===== src/rtl/uart_pkg.sv =====
// Shared UART constants: baud code width, rate table
// and the rounding helper used to derive clock divisors.
package uart_pkg;

  localparam int BAUD_W    = 4;
  localparam int NUM_RATES = 12;

  localparam int RATE [NUM_RATES] = '{
    300, 1200, 2400, 4800, 9600, 19200,
    38400, 57600, 115200, 230400, 460800, 921600
  };

  // Round-half-up clk/(rate*os), never below 1
  function automatic longint div_round(
    input longint clk_hz,
    input longint rate,
    input longint os
  );
    longint d;
    longint q;
    d = rate * os;
    q = (clk_hz + d / 2) / d;
    if (q < 1) q = 1;
    return q;
  endfunction

endpackage


===== src/rtl/tick_counter.sv =====
// Free-running modulo-div counter emitting a one-cycle
// tick each time it wraps; clr restarts the period.
module tick_counter #(
  parameter int CNT_W = 19
) (
  input  logic             clk,
  input  logic             reset,
  input  logic             clr,
  input  logic             en,
  input  logic [CNT_W-1:0] div,
  output logic             tick
);

  logic [CNT_W-1:0] r_cnt;
  logic [CNT_W-1:0] w_last;

  assign w_last = div - CNT_W'(1);

  // Count to div-1, wrap and pulse; hold while disabled
  always_ff @(posedge clk or posedge reset) begin
    if (reset) begin
      r_cnt <= '0;
      tick  <= 1'b0;
    end else if (clr) begin
      r_cnt <= '0;
      tick  <= 1'b0;
    end else if (en) begin
      if (r_cnt == w_last) begin
        r_cnt <= '0;
        tick  <= 1'b1;
      end else begin
        r_cnt <= r_cnt + CNT_W'(1);
        tick  <= 1'b0;
      end
    end else begin
      tick <= 1'b0;
    end
  end

endmodule


===== src/rtl/baud_gen.sv =====
// UART baud generator: registers the rate code, looks up
// tx/rx divisors and drives the tx and oversampled rx ticks.
import uart_pkg::*;

module baud_gen #(
  parameter int CLK_FREQ_HZ = 100_000_000,
  parameter int OVERSAMPLE  = 16,
  parameter int CNT_W       = 19
) (
  input  logic              clk,
  input  logic              reset,
  input  logic [BAUD_W-1:0] baud,
  input  logic              enable,
  input  logic              rx_restart,
  output logic [CNT_W-1:0]  k,
  output logic              baud_valid,
  output logic              tx_tick,
  output logic              rx_tick
);

  logic [BAUD_W-1:0] r_baud_q;
  logic [CNT_W-1:0]  r_k;
  logic [CNT_W-1:0]  r_rx_div;
  logic              r_valid;
  logic [CNT_W-1:0]  w_tx_div;
  logic [CNT_W-1:0]  w_rx_div;
  logic              w_chg;
  logic              w_en;
  logic              w_rx_clr;

  assign w_chg    = (baud != r_baud_q);
  assign w_en     = enable & r_valid & ~w_chg;
  assign w_rx_clr = w_chg | rx_restart;

  // Constant divisor lookup; unsupported codes give 0
  always_comb begin
    w_tx_div = '0;
    w_rx_div = '0;
    for (int i = 0; i < NUM_RATES; i++) begin
      if (baud == BAUD_W'(i)) begin
        w_tx_div = CNT_W'(div_round(
          longint'(CLK_FREQ_HZ), longint'(RATE[i]),
          longint'(1)));
        w_rx_div = CNT_W'(div_round(
          longint'(CLK_FREQ_HZ), longint'(RATE[i]),
          longint'(OVERSAMPLE)));
      end
    end
  end

  // Latch divisors when the code changes; 4'hF forces a load
  always_ff @(posedge clk or posedge reset) begin
    if (reset) begin
      r_baud_q <= 4'hF;
      r_k      <= '0;
      r_rx_div <= '0;
      r_valid  <= 1'b0;
    end else if (w_chg) begin
      r_baud_q <= baud;
      r_k      <= w_tx_div;
      r_rx_div <= w_rx_div;
      r_valid  <= (baud < BAUD_W'(NUM_RATES));
    end
  end

  assign k          = r_k;
  assign baud_valid = r_valid;

  tick_counter #(.CNT_W(CNT_W)) u_tx (
    .clk   (clk),
    .reset (reset),
    .clr   (w_chg),
    .en    (w_en),
    .div   (r_k),
    .tick  (tx_tick)
  );

  tick_counter #(.CNT_W(CNT_W)) u_rx (
    .clk   (clk),
    .reset (reset),
    .clr   (w_rx_clr),
    .en    (w_en),
    .div   (r_rx_div),
    .tick  (rx_tick)
  );

endmodule


===== config.mk =====
export PLATFORM = sky130hd
export DESIGN_NAME = baud_gen
export DESIGN_NICKNAME = d
export VERILOG_FILES = /design/src/rtl/uart_pkg.sv /design/src/rtl/tick_counter.sv /design/src/rtl/baud_gen.sv
export SDC_FILE = /design/constraint.sdc
export NUM_CORES = 1
export LEC_CHECK = 0
export CELL_PAD_IN_SITES_DETAIL_PLACEMENT = 1
export CELL_PAD_IN_SITES_GLOBAL_PLACEMENT = 1
export CORE_ASPECT_RATIO = 1.4
export CORE_MARGIN = 10
export CORE_UTILIZATION = 49
export CTS_CLUSTER_SIZE = 16
export DETAILED_ROUTE_END_ITERATION = 6
export PLACE_DENSITY = 0.85
export SLEW_MARGIN = 5
export SYNTH_ARGS = -nofsm -noshare
export SYNTH_HDL_FRONTEND = slang
export SYNTH_SLANG_ARGS = --single-unit

===== constraint.sdc =====
create_clock -name clk -period 5.4 [get_ports clk]
set_clock_uncertainty 0.05 [all_clocks]
set_input_delay 1.08 -clock clk [delete_from_list [all_inputs] [get_ports clk]]
set_output_delay 1.08 -clock clk [all_outputs]
set_load 0.05 [all_outputs]

==> reports/results.txt <==
Mean Syn Cell Area - 8.273 um2
# rows - 42
Internal - 0.9448 mW
# nets final - 563
Die Wd - 102.5 um
Port buffer count - 28
First-pass GRT wire length - 23,490 um
RSZ-0062 raised after global routing - no
Leading post-synthesis cells by cell area - dfrtp_1, xnor2_1, xor2_1, nand2_1, nor2_1
Worst Hold Class - register to register
Initial detailed-routing violation count - 190
Dpl cells - 650
CTS Hold Buffers Added - 0
Max-cap violation count - 0
Fin cells - 665
Reg2Reg Launch Point - r_rx_div[0]
Postcts setup bufs - 0
CTS buffer count - 9
Max Freq - 0.2594 GHz
GPL Wtd Cong - 0.8856
CP delay by family, top - simple AND/OR/NAND/NOR gates
ANT cells - 0
Required time worst endpoint - 5.57 ns
Initial Utilization - 49.60%
Overall routing resource usage - 21.57%
Hpwl dp - 10,500 um
R2R setup slack - 1.54 ns
Fin Hold WS - 0.5202 ns
Sw Pwr - 0.4354 mW
Fin crit share - 71.39%
Post-route ant nets - 0
Max Slew Vio Count - 0
Setup TNS - 0 ns
Die H - 135.5 um
Vias in the first global route - 4,424
Syn_nets - 576
Yosys cell types - 65
DR vias/cell - 6.374
Post-Syn Instances - 564
Post-CTS sizing - 0
Grt ovf - 0
Clk pwr share - 40.8%
Multi-input logic area - 2700 um2
Worst-Margin Slew - 0.8931 ns
Largest net degree at the start of global routing - 37
Slew headroom - 40.01%
Critical Path Start Type - register
Worst-path clk slew - 0.05 ns
Post-synthesis sequential area ratio - 34.97%
Post-layout minimum cycle time - 3.855 ns
WP buf/inv - 1
Most frequent cells in the layout - dfrtp_1, nand2_1, nor2_1, xnor2_1, nand3_1
Crit path max fanout - 16
Final Setup Violations - 0
Via count - 4,239
Number of flops mapped to enable cells by yosys - 0
Logic pwr share - 19.9%
Clock sink count - 65
Hold Path Sink - k[1]
FF-to-FF End - u_rx.r_cnt[6]
Fill cells - 1,114
DR pass1 iterations - 4
Worst IR Drop VDD - 0.0001770 V
Critical path cell sequence - inv_1 -> ha_1 -> nor3b_2 -> a21oi_1 -> or4_1 -> or4_4 -> nor4_4 -> nor2_2 -> a221o_1
TritonCTS clock tree - built
Initial antenna violation count - 0
Clock root cell - clkbuf_16
Die area - 13,880 um2
H-tree Lvls - 3
Hold_sp - k[1]
Yosys top cell area share - 32.72%
CP Class - register to register
Share of flip-flops with an asynchronous set or reset - 100.0%
Crit-path max cell delay - 0.76 ns
Top-level port count - 30
Clk_lat worst skew - 0.34 ns
Static leakage - 2.048 nW
Seq cells post-synth - 65
Core area - 9407 um2
Mapped cell area - 4666 um2
Hold Violations, Final - 0
Most common cell after layout, fill and taps aside - dfrtp_1
R2R cell count - 9
Register area - 1632 um2
CTS max path bufs - 2
Post-Route WL - 14,230 um
Outcome - finished clean
CP max-delay cell - nor4_4
Setup crit end kind - register
Power per Cell Area - 269.8 nW/um2
YS warnings - 0
Layout Area Growth over Synthesis - 9.627%
Routed WL per cell - 21.40 um
Reg power frac - 39.3%
# DRC - 0
Most used DFF post-synth - dfrtp_1
Layout cells sized above 1 - 6.667%
Depth of the worst hold-timing path - 2
Switching share of total power - 31.55%
WP data arrival - 4.02 ns
Cell taking the most area after synthesis - dfrtp_1
==> worst reg2reg max path: stages, from the launching register on <==
cell and delay, ns:
dfrtp_1 0.43, inv_1 0.11, ha_1 0.19, nor3b_2 0.40, a21oi_1 0.13, or4_1 0.45
or4_4 0.56, nor4_4 0.76, nor2_2 0.26, a221o_1 0.40
==> cell usage after synthesis (6+ instances only) <==
master	number
xnor2_1	37
nor3_1	16
o21ai_0	24
dfrtp_1	61
nand2_1	53
nand4_1	12
nor2_1	52
and3_1	12
xor2_1	27
o31ai_1	6
inv_1	14
a21oi_1	23
clkbuf_1	35
nor2b_1	10
nor4_1	14
buf_4	14
nand3_1	34
or3_1	9
==> logic make-up after synthesis <==
| kind of cell | after synthesis | synth area share (%) |
|---|---|---|
| buf+inv | 70 | 7.160 |
| mux | 5 | 1.126 |
| simple gates | 248 | 27.76 |
| other cells | 1 | 0.08037 |
| fa+ha+maj | 4 | 1.073 |
| flops | 65 | 34.97 |
| xor+xnor | 64 | 12.01 |
| compound gates | 107 | 15.82 |
==> cell type report <==
class | count | area share, %
clock buffer | 13 | 5.284
clock inverter | 2 | 0.2446
inverter | 14 | 1.027
multi-input combinational | 429 | 52.79
sequential | 65 | 31.90
tap | 110 | 2.691
timing repair buffer | 32 | 6.067
==> state kept, by name, summed over array words and instances (netlist names) <==
register / count
baud_valid: 1
u_rx.tick: 1
r_baud_q: 4
u_tx.tick: 1
u_rx.r_cnt: 19
k: 17
r_rx_div: 3
u_tx.r_cnt: 19
==> per-stage QoR <==
stage               utilization [%]  total power, mW  setup WS (ns)  instance area [um2]
floorplan                         -           0.7493          2.377                 4666
global placement              51.37           0.8128          1.616                 4832
detailed placement            51.37           0.8212          1.436                 4832
CTS                           54.38            1.387          1.559                 5115
global route                  54.38            1.443          1.292                 5115
finish                        54.38            1.380          1.545                 5115
==> power by group through the flow <==
stage,combinational [mW],clock (mW),sequential [mW]
5_1_grt,0.298,0.599,0.545
4_1_cts,0.274,0.571,0.542
3_3_place_gp,0.264,0,0.548
2_1_floorplan,0.203,0,0.546
6_report,0.275,0.563,0.543
3_5_place_dp,0.271,0,0.550
==> routing by layer <==
metal	wire [um]	vias to the layer above	global-route usage (%)
met5	0	-	0
li1	-	1967	-
met1	5648	2130	23.60
met4	616	0	11.95
met2	7529	99	38.04
met3	439	43	3.677
==> how the worst max path moves through the flow <==
stage,start,endpoint,depth (start not counted)
floorplan,k[0],u_tx.r_cnt[11],10
detailed placement,baud[3],u_rx.r_cnt[16],8
CTS,r_rx_div[0],u_rx.r_cnt[6],9
global placement,baud[3],u_rx.r_cnt[11],9
global route,k[0],u_tx.r_cnt[2],9
finish,r_rx_div[0],u_rx.r_cnt[6],9
No activity file was read; power rests on OpenSTA's default activity.
